File: src/rtl/pipe_pkg.sv
`default_nettype none
// +--------------------------------------------------------------------+
// | pipe_pkg                                                           |
// | Shared state encoding and default widths for the pipeline buffer.  |
// | Revision: 1.0                                                      |
// +--------------------------------------------------------------------+
package pipe_pkg;

  localparam int c_DEF_DATA_W    = 16;
  localparam int c_DEF_CTRL_W    = 3;
  localparam int c_DEF_NUM_WORDS = 4;

  typedef enum logic [1:0] {
    EMPTY = 2'd0,
    ONE   = 2'd1,
    TWO   = 2'd2
  } pipe_state_t;

endpackage : pipe_pkg
`default_nettype wire

File: src/rtl/pipe_buffer.sv
`default_nettype none
// +--------------------------------------------------------------------+
// | pipe_buffer                                                        |
// | Two-entry skid buffer with registered in_ready and flush.          |
// | Revision: 1.0                                                      |
// +--------------------------------------------------------------------+
module pipe_buffer
  import pipe_pkg::*;
#(
  parameter int DATA_W    = c_DEF_DATA_W,
  parameter int NUM_WORDS = c_DEF_NUM_WORDS,
  parameter int CTRL_W    = c_DEF_CTRL_W
) (
  input  logic                          clk,
  input  logic                          rst_n,
  input  logic                          in_valid,
  output logic                          in_ready,
  input  logic [DATA_W*NUM_WORDS-1:0]   in_data,
  input  logic [CTRL_W-1:0]             in_ctrl,
  output logic                          out_valid,
  input  logic                          out_ready,
  output logic [DATA_W*NUM_WORDS-1:0]   out_data,
  output logic [CTRL_W-1:0]             out_ctrl,
  input  logic                          flush
);

  localparam int c_PAYLOAD_W = DATA_W * NUM_WORDS;

  pipe_state_t              r_state;
  logic [c_PAYLOAD_W-1:0]   r_mainData;
  logic [c_PAYLOAD_W-1:0]   r_skidData;
  logic [CTRL_W-1:0]        r_mainCtrl;
  logic [CTRL_W-1:0]        r_skidCtrl;
  logic                     r_mainValid;
  logic                     r_skidValid;
  logic                     r_inReady;

  logic w_accept;
  logic w_take;

  assign w_accept = in_valid & r_inReady;
  assign w_take   = r_mainValid & out_ready;

  always_ff @(posedge clk or negedge rst_n) begin
    if (!rst_n) begin
      r_state     <= EMPTY;
      r_mainData  <= '0;
      r_skidData  <= '0;
      r_mainCtrl  <= '0;
      r_skidCtrl  <= '0;
      r_mainValid <= 1'b0;
      r_skidValid <= 1'b0;
      r_inReady   <= 1'b1;
    end else if (flush) begin
      // Data registers keep their contents; only the valid bits are dropped.
      r_state     <= EMPTY;
      r_mainValid <= 1'b0;
      r_skidValid <= 1'b0;
      r_inReady   <= 1'b1;
    end else begin
      case (r_state)
        EMPTY: begin
          if (w_accept) begin
            r_mainData  <= in_data;
            r_mainCtrl  <= in_ctrl;
            r_mainValid <= 1'b1;
            r_state     <= ONE;
          end
        end
        ONE: begin
          if (w_accept && w_take) begin
            r_mainData <= in_data;
            r_mainCtrl <= in_ctrl;
          end else if (w_accept) begin
            r_skidData  <= in_data;
            r_skidCtrl  <= in_ctrl;
            r_skidValid <= 1'b1;
            r_inReady   <= 1'b0;
            r_state     <= TWO;
          end else if (w_take) begin
            r_mainValid <= 1'b0;
            r_state     <= EMPTY;
          end
        end
        TWO: begin
          if (w_take) begin
            r_mainData  <= r_skidData;
            r_mainCtrl  <= r_skidCtrl;
            r_skidValid <= 1'b0;
            r_inReady   <= 1'b1;
            r_state     <= ONE;
          end
        end
        default: begin
          r_state     <= EMPTY;
          r_mainValid <= 1'b0;
          r_skidValid <= 1'b0;
          r_inReady   <= 1'b1;
        end
      endcase
    end
  end

  assign in_ready  = r_inReady;
  assign out_valid = r_mainValid;
  assign out_data  = r_mainData;
  // A bubble must never present a live write enable downstream.
  assign out_ctrl  = r_mainValid ? r_mainCtrl : '0;

endmodule : pipe_buffer
`default_nettype wire

File: config.mk
export PLATFORM = sky130hd
export DESIGN_NAME = pipe_buffer
export DESIGN_NICKNAME = d
export VERILOG_FILES = /design/src/rtl/pipe_pkg.sv /design/src/rtl/pipe_buffer.sv
export SDC_FILE = /design/constraint.sdc
export NUM_CORES = 1
export LEC_CHECK = 0
export ABC_AREA = 1
export BUFFER_PORTS_ARGS = -buffer_cell sky130_fd_sc_hd__buf_2
export CORE_MARGIN = 2
export CORE_UTILIZATION = 45
export DETAILED_ROUTE_END_ITERATION = 10
export GPL_TIMING_DRIVEN = 1
export PLACE_DENSITY = 0.8
export SLEW_MARGIN = 20
export SYNTH_ARGS = -nofsm -noshare
export SYNTH_HDL_FRONTEND = slang
export SYNTH_SLANG_ARGS = --single-unit
File: constraint.sdc
create_clock -name clk -period 2 [get_ports clk]
set_input_delay 0.3 -clock clk [delete_from_list [all_inputs] [get_ports clk]]
set_output_delay 0.3 -clock clk [all_outputs]
set_load 0.05 [all_outputs]
After elaboration in Yosys (flattened, before gate mapping). Index checks and enable logic that the tools add are counted.

Flip-flop bits (word level): 138. Bits of input ports: 72. Output and inout port bits: 69. Logic and storage cells: 60.

Equal/unequal tests: 14. Reductions and logical operators: 8. Bitwise gates (word level): 4. Mux-type cells: 27.

Operators by type and width (count): $mux W64 (3); $pmux W64 S3 (1); $ne A3 B3 Y1 const B (6); $mux W2 (6); $mux W3 (4); $reduce_and A4 Y1 (3); $ne A2 B2 Y1 const B (5); $reduce_and A5 Y1 (2); $mux W1 (9); $pmux W3 S3 (1); $pmux W1 S3 (2); $pmux W2 S3 (1); $ne A4 B4 Y1 const B (1); $reduce_bool A3 Y1 (1); $and A1 B1 Y1 (2); $eq A2 B1 Y1 const B (1); $eq A2 B2 Y1 const B (1); $logic_not A2 Y1 (1); $not A1 Y1 (2); $logic_and A1 B1 Y1 (1).

Longest topological paths before layout. Gate-level depths: netlist of run 1.

Depth after elaboration: 6. Depth in mapped cells: 9. Mapped depth without buffers: 7.

Least setup slack after synthesis of run 1. Ideal clock, no wire load.

Path type: register to register. From: register r_inReady, in the netlist in_ready. To: register r_mainData[33], in the netlist out_data[33]. Slack: 0.262 ns. Required time: 1.881 ns. Cell stages (with the launch flop): 10. Setup time: 0.119 ns. Clock period less this slack: 1.738 ns. Buffers on the path: 2. Data arrival time: 1.619 ns. Path through: dfstp_2 > nand2_1 > inv_1 > nor2_1 > nor2_4 > nand2_2 > buf_6 > buf_4 > nand2_1 > nand2_1.

Cells in the longest elaborated chain, start to end: 4. Elaborated cells on any way between the ends: 5. Those cells by class: 2 x eq/ne; 1 x bitwise; 2 x reduce/logical.

Ends and longest elaborated chain: start: declaration (RTL line pipe_buffer.sv:36) `logic r_inReady;`; start signal: assignment (RTL line pipe_buffer.sv:53) `r_inReady <= 1'b1;`; start signal: assignment (RTL line pipe_buffer.sv:59) `r_inReady <= 1'b1;`; start signal: assignment (RTL line pipe_buffer.sv:78) `r_inReady <= 1'b0;`; $and A1 B1 Y1 (*) (RTL line pipe_buffer.sv:41) `assign w_accept = in_valid & r_inReady;`; $logic_and A1 B1 Y1 (RTL line pipe_buffer.sv:71) `if (w_accept && w_take) begin`; $ne A2 B2 Y1 (no source line); $reduce_and A5 Y1 (no source line) (*); end signal: assignment (RTL line pipe_buffer.sv:64) `r_mainData <= in_data;`; end signal: assignment (RTL line pipe_buffer.sv:72) `r_mainData <= in_data;`; end signal: assignment (RTL line pipe_buffer.sv:87) `r_mainData <= r_skidData;`; end: declaration (RTL line pipe_buffer.sv:30) `logic [c_PAYLOAD_W-1:0] r_mainData;`.

Mark *: on every way between the ends. The rest lies on a longest branch, timed or not. A chain may end at the register's enable or synchronous reset.

Worst setup path after layout of run 1.
From: register r_state[1]. To: register r_mainData[13], in the netlist out_data[13].

Cells in the longest elaborated chain, start to end: 3. Elaborated cells on any way between the ends: 9. Those cells by class: 5 x eq/ne; 1 x mux; 3 x reduce/logical.

Ends and longest elaborated chain: start: declaration (RTL line pipe_buffer.sv:29) `pipe_state_t r_state;`; start signal: assignment (RTL line pipe_buffer.sv:46) `r_state <= EMPTY;`; start signal: assignment (RTL line pipe_buffer.sv:56) `r_state <= EMPTY;`; start signal: assignment (RTL line pipe_buffer.sv:67) `r_state <= ONE;`; $eq A2 B1 Y1, or another cell as far along (RTL line pipe_buffer.sv:61) `case (r_state)`; $ne A2 B2 Y1 (no source line) or $reduce_bool A3 Y1 (tied branches); $reduce_and A5 Y1 (no source line).

Several ways; a longest one is shown, not always the timed one.

==> results.cfg, run 1 <==
[synthesis]
synth_top_area_cell = dfrtp_1
synth.most_common_cell = nand2_1
synthTopCellsByCount = 226 x nand2_1, 137 x dfrtp_1, 76 x o21ai_0
ys_async_sr_fraction_pct = 100
ys_ff_latch = 138
synth.distinct_cells = 19
netlist_area_sq_mm = 0.00623
synth_edf_count = 0
yosysSeqAreaShare_pct = 55.4
synthTopCellsByArea = dfrtp_1 55%, nand2_1 14%, o21ai_0 6.1%, nand3_1 5.9%, a21oi_1 4.7%
syn-num-nets = 847
synth.avg_cell_area_sq_um = 8.04
yosysWarnings = 0
ys.flop_type = dfrtp_1
yosysTopAreaCellShare_pct = 55.0
syn-instance-count = 775

[sta]
maxSlewHeadroom_pct = 59.8
tns_ps = 0
hold_viol = 0
slew_viol_final = 0
skew_ps = 10.6
period_needed_ps = 1730
max_freq_mhz = 577
fin_crit_sh_pct = 86.7
rsz0062_at_grt = false
worst_pin_slew_ps = 604
setup_viol_count_final = 0

[global_route]
antenna_found_initial = 0
grt_max_degree = 70
grt_pass1_vias = 5024
grt_pass1_wl_mm = 23.5
grtUsageTotal_pct = 20.4
grt_overflow_total = 0

[place]
dp.final_hpwl_mm = 9.33
gp_congestion = 0.848
port_buffers = 140
post_dp_cell_area_sq_mm = 0.00707

[route]
viasPerCell = 4.92
ant_nets = 0
first_iter_violations = 452
drc = 0
routedWlPerCell_um = 13.2
dr.pass1.iters = 5
routed_wl_mm = 14.4
vias = 5368

[floorplanning]
die_x_um = 122
start_util_pct = 46.5
die_h_um = 122
design.core.area_sq_mm = 0.0134
row_count = 42
ios = 141
dieArea_sq_mm = 0.0148

[critical_path]
reg2reg_setup_slack_ps = 270
worst_ep_required_time_ps = 2350
cp_top_family = simple AND/OR/NAND/NOR gates
crit_chain = nor2_1 -> inv_1 -> nand2_2 -> buf_4 -> nand3_1 -> nand2_1
worst_path_max_delay_cell = dfrtp_1
crit_buf_inv = 2
crit_type = reg -> reg
start_kind = register
end_kind = register
arrival_ps = 2080
worstPathMaxFanout = 39
critPathMaxStageDelay_ps = 440

[finish]
antenna_cells = 0
syn_to_final_growth_pct = 23.4
regArea_sq_mm = 0.00345
fillCellCount = 1225
multiInputGateArea_sq_mm = 0.00222
final_core_util_pct = 57.4
drive_gt1_share_pct = 21.3
finish.instance_area_sq_mm = 0.00769
nNetsFinal = 974

[cts]
root_buffer = clkbuf_16
postCtsSetupRepairBufs = 0
cts_tree = built
cts.sinks = 138
htree_levels = 4
numCtsBuffers = 17
clockBufferDepth = 2
cts_resized = 0
clk_latency_ps = 420
clk_pin_slew_ps = 60

[power_and_ir_drop]
power.total_w = 0.0135
ir_drop_v = 0.00125
power_density_mw_per_mm2 = 1750
p_leak_nw = 4.35

[worst_hold_path]
hold_path.class = in -> reg

[outcome]
status = finished, final reports clean

[job]
maxCapViolCount = 0
[repair_timing]
| action | CTS | global route |
|---|---|---|
| setup endpoints to repair | 0 | 0 |
| hold buffers | 1 | 0 |
| endpoints found under the hold margin | 28 | 0 |
[flip-flops by register name, indices dropped and copies added (netlist names)]
name,count
r_skidCtrl,3
out_valid,1
in_ready,1
r_mainCtrl,3
r_skidData,64
r_state,2
out_data,64
[power breakdown]
group,switching (W),internal (W)
Clock,0.00113,0.00208
Combinational,0.00418,0.00131
Sequential,0.000604,0.00416
[cell usage in the layout, fill, tap and decap left out, types with 2 or more instances in the layout]
master     Yosys  routed
nand2_1      226     226
buf_2         13     139
dfrtp_1      137     137
o21ai_0       76      76
inv_1         75      75
nand3_1       73      73
nor2_1        69      69
a21oi_1       58      58
clkbuf_16      0      17
buf_4          9      11
buf_12         0       5
clkbuf_8       0       4
nand2_2        4       3
bufinv_16      0       3
clkinv_2       0       3
clkbuf_1      19       3
inv_2          2       2
nor2_2         2       2
[cells by family after synthesis]
logic type             after synthesis  synth area share [%]
AND/OR/NAND/NOR                    377                  24.7
flip-flops                         138                  55.4
AO/OA/AOI/OAI                      134                  10.8
buffers and inverters              126                  9.12
[worst paths after layout]
path | cells after the start | startpoint | end
worst max-delay path | 6 | r_state[1]$_DFFE_PN0P_ | out_data[13]$_DFFE_PN0P_
min in group asynchronous | 2 | rst_n | out_data[49]$_DFFE_PN0P_
worst min register to register | 2 | out_data[41]$_DFFE_PN0P_ | out_data[41]$_DFFE_PN0P_
max in group asynchronous | 3 | rst_n | in_ready$_DFFE_PN1P_
worst min-delay path | 3 | in_data[53] | r_skidData[53]$_DFFE_PN0P_
worst max register to register | 6 | r_state[1]$_DFFE_PN0P_ | out_data[13]$_DFFE_PN0P_
[layer usage]
layer | track usage [%] | wire (um) | part of all wire (%)
met2 | 32.8 | 6720 | 47
met1 | 25.9 | 6460 | 45
met5 | 0 | 0 | 0
met3 | 6.69 | 954 | 6.6
met4 | 7.26 | 233 | 1.6
[layout make-up]
class,count,area share (%)
clock buffers,24,6.39
clock inverters,7,1.48
inverters,77,3.76
multi-input cells,511,28.9
flip-flops and latches,138,44.9
well taps,176,2.86
repair buffers,157,11.7
[worst min-delay path, delay by kind of cell]
family,cells,cell delay [ps]
AND/OR/NAND/NOR,1,40
buffers and inverters,1,90
AO/OA/AOI/OAI,1,90
[metrics by stage]
step                      instances  hold slack (ps)  worst slack [ps]
after floorplan                 775             4.41               262
after global placement         1058              205               371
after detailed placement       1058              204               309
after CTS                      1090              132               261
after global routing           1090              135              97.1
final                          1090              145               267
(Power assumes the default switching activity.)
==> run 2: changes to the inputs <==
- REMOVE_ABC_BUFFERS: default -> 1
- SETUP_SLACK_MARGIN: default -> 0.02
==> results.cfg, run 2 (synthesis gave the netlist of run 1 again) <==
[outcome]
status = finished, final reports clean

[finish]
nNetsFinal = 976
antenna_cells = 0
fin_cells = 1093
final_common_cell = nand2_1
final_cell_mix = 226 x nand2_1, 139 x buf_2, 137 x dfrtp_1
syn_to_final_growth_pct = 23.7
drive_gt1_share_pct = 21.5

[sta]
rsz0062_at_grt = false
period_needed_ps = 1770
whs_ps = 142
maxSlewHeadroom_pct = 65.8
slew_viol_final = 0
skew_ps = 6.02
worst_pin_slew_ps = 513
hold_viol = 0
fin_crit_sh_pct = 88.3
setup_viol_count_final = 0
max_freq_mhz = 566

[critical_path]
reg2reg_setup_slack_ps = 230
critPathMaxStageDelay_ps = 550
arrival_ps = 2110
worst_path_max_delay_cell = dfstp_2
crit_buf_inv = 2
cpMostUsedCell = nand2_1
worst_ep_required_time_ps = 2350
start_kind = register
crit_type = reg -> reg
timing.rr.start = in_ready$_DFFE_PN1P_
worstPathMaxFanout = 47
cp.depth = 7
timing.rr.end = out_data[13]$_DFFE_PN0P_
crit_chain = nand2_1 -> inv_1 -> nor2_1 -> nor2_4 -> buf_4 -> nand3_1 -> nand2_1
cp_top_family = buffers and inverters
worstRegToRegCells = 7
end_kind = register

[cts]
cts_tree = built
htree_levels = 4
clk_latency_ps = 420
postCtsSetupRepairBufs = 0
clockBufferDepth = 2
cts.sinks = 138
root_buffer = clkbuf_16
holdBufCountCts = 1
cts_resized = 0
numCtsBuffers = 17
clk_pin_slew_ps = 60

[route]
dr.pass1.iters = 5
vias = 5319
routed_wl_mm = 14.1
viasPerCell = 4.87
ant_nets = 0
drc = 0
first_iter_violations = 315
routedWlPerCell_um = 12.9

[worst_hold_path]
min_to = r_skidData[24]$_DFFE_PN0P_
min_from = in_data[24]
hold_depth = 3
hold_path.class = in -> reg

[place]
dp.final_hpwl_mm = 9.29
port_buffers = 140
gp_congestion = 0.872
dp_cells = 1060

[floorplanning]
ios = 141
dieArea_sq_mm = 0.0148
row_count = 42
die_h_um = 122
die_x_um = 122
design.core.area_sq_mm = 0.0134
start_util_pct = 46.5

[job]
maxCapViolCount = 0

[global_route]
grtUsageTotal_pct = 20.4
grt_pass1_wl_mm = 23.7
grt_max_degree = 98
antenna_found_initial = 0
grt_pass1_vias = 5039
grt_overflow_total = 0

[power_and_ir_drop]
ir_drop_v = 0.000876
power_density_mw_per_mm2 = 1760
p_leak_nw = 4.36
-- run 2: cell count changes in the layout (fill, tap and decap cells not counted), sizes merged --
cell    before  now
bufinv       3    4
buf        156  158
-- run 2: final cells by class --
class                   instances  area, sq um
inverters                      77          289
repair buffers                159          902
multi-input cells             511         2220
well taps                     176          220
clock buffers                  24          482
flip-flops and latches        138         3450
fillers                      1250         5690
clock inverters                 8          140
-- run 2: report_power, final --
group	internal (W)	leakage [nW]	switching, W
combinational	0.00131	2.44	0.00417
clock	0.00218	0.308	0.00113
sequential	0.00416	1.62	0.000610
total	0.00765	4.36	0.00591
-- run 2: metal layers --
layer | share of wire, % | GRT usage [%] | vias to the layer above
li1 | - | - | 2695
met1 | 44 | 25.5 | 2457
met2 | 49 | 34.4 | 152
met3 | 5.3 | 5.43 | 15
met4 | 1.3 | 6.97 | 0
met5 | 0 | 0 | -
-- run 2: per-stage QoR --
stage / utilization (%) / area, sq um / total power [W] / TNS [ps] / worst slack, ps
floorplan: - / 5950 / 0.00878 / -118000 / -896
global placement: 52.8 / 7080 / 0.0101 / 0 / 310
detailed placement: 52.8 / 7080 / 0.0103 / 0 / 249
CTS: 57.5 / 7710 / 0.0137 / 0 / 224
global route: 57.5 / 7710 / 0.0144 / 0 / 60.7
finish: 57.5 / 7710 / 0.0136 / 0 / 233
-- run 2: worst max path at each step --
| stage | start | to |
|---|---|---|
| final | in_ready$_DFFE_PN1P_ | out_data[13]$_DFFE_PN0P_ |
| after global routing | in_ready$_DFFE_PN1P_ | out_data[46]$_DFFE_PN0P_ |
| after CTS | in_ready$_DFFE_PN1P_ | out_data[36]$_DFFE_PN0P_ |
| after detailed placement | in_ready$_DFFE_PN1P_ | out_data[36]$_DFFE_PN0P_ |
| after global placement | in_ready$_DFFE_PN1P_ | out_data[43]$_DFFE_PN0P_ |
| after floorplan | in_ready$_DFFE_PN1P_ | out_data[0]$_DFFE_PN0P_ |
-- run 2: tightest hold or removal path: stages --
cell	delay [ps]
buf_2	90
nor2_1	40
a21oi_1	90
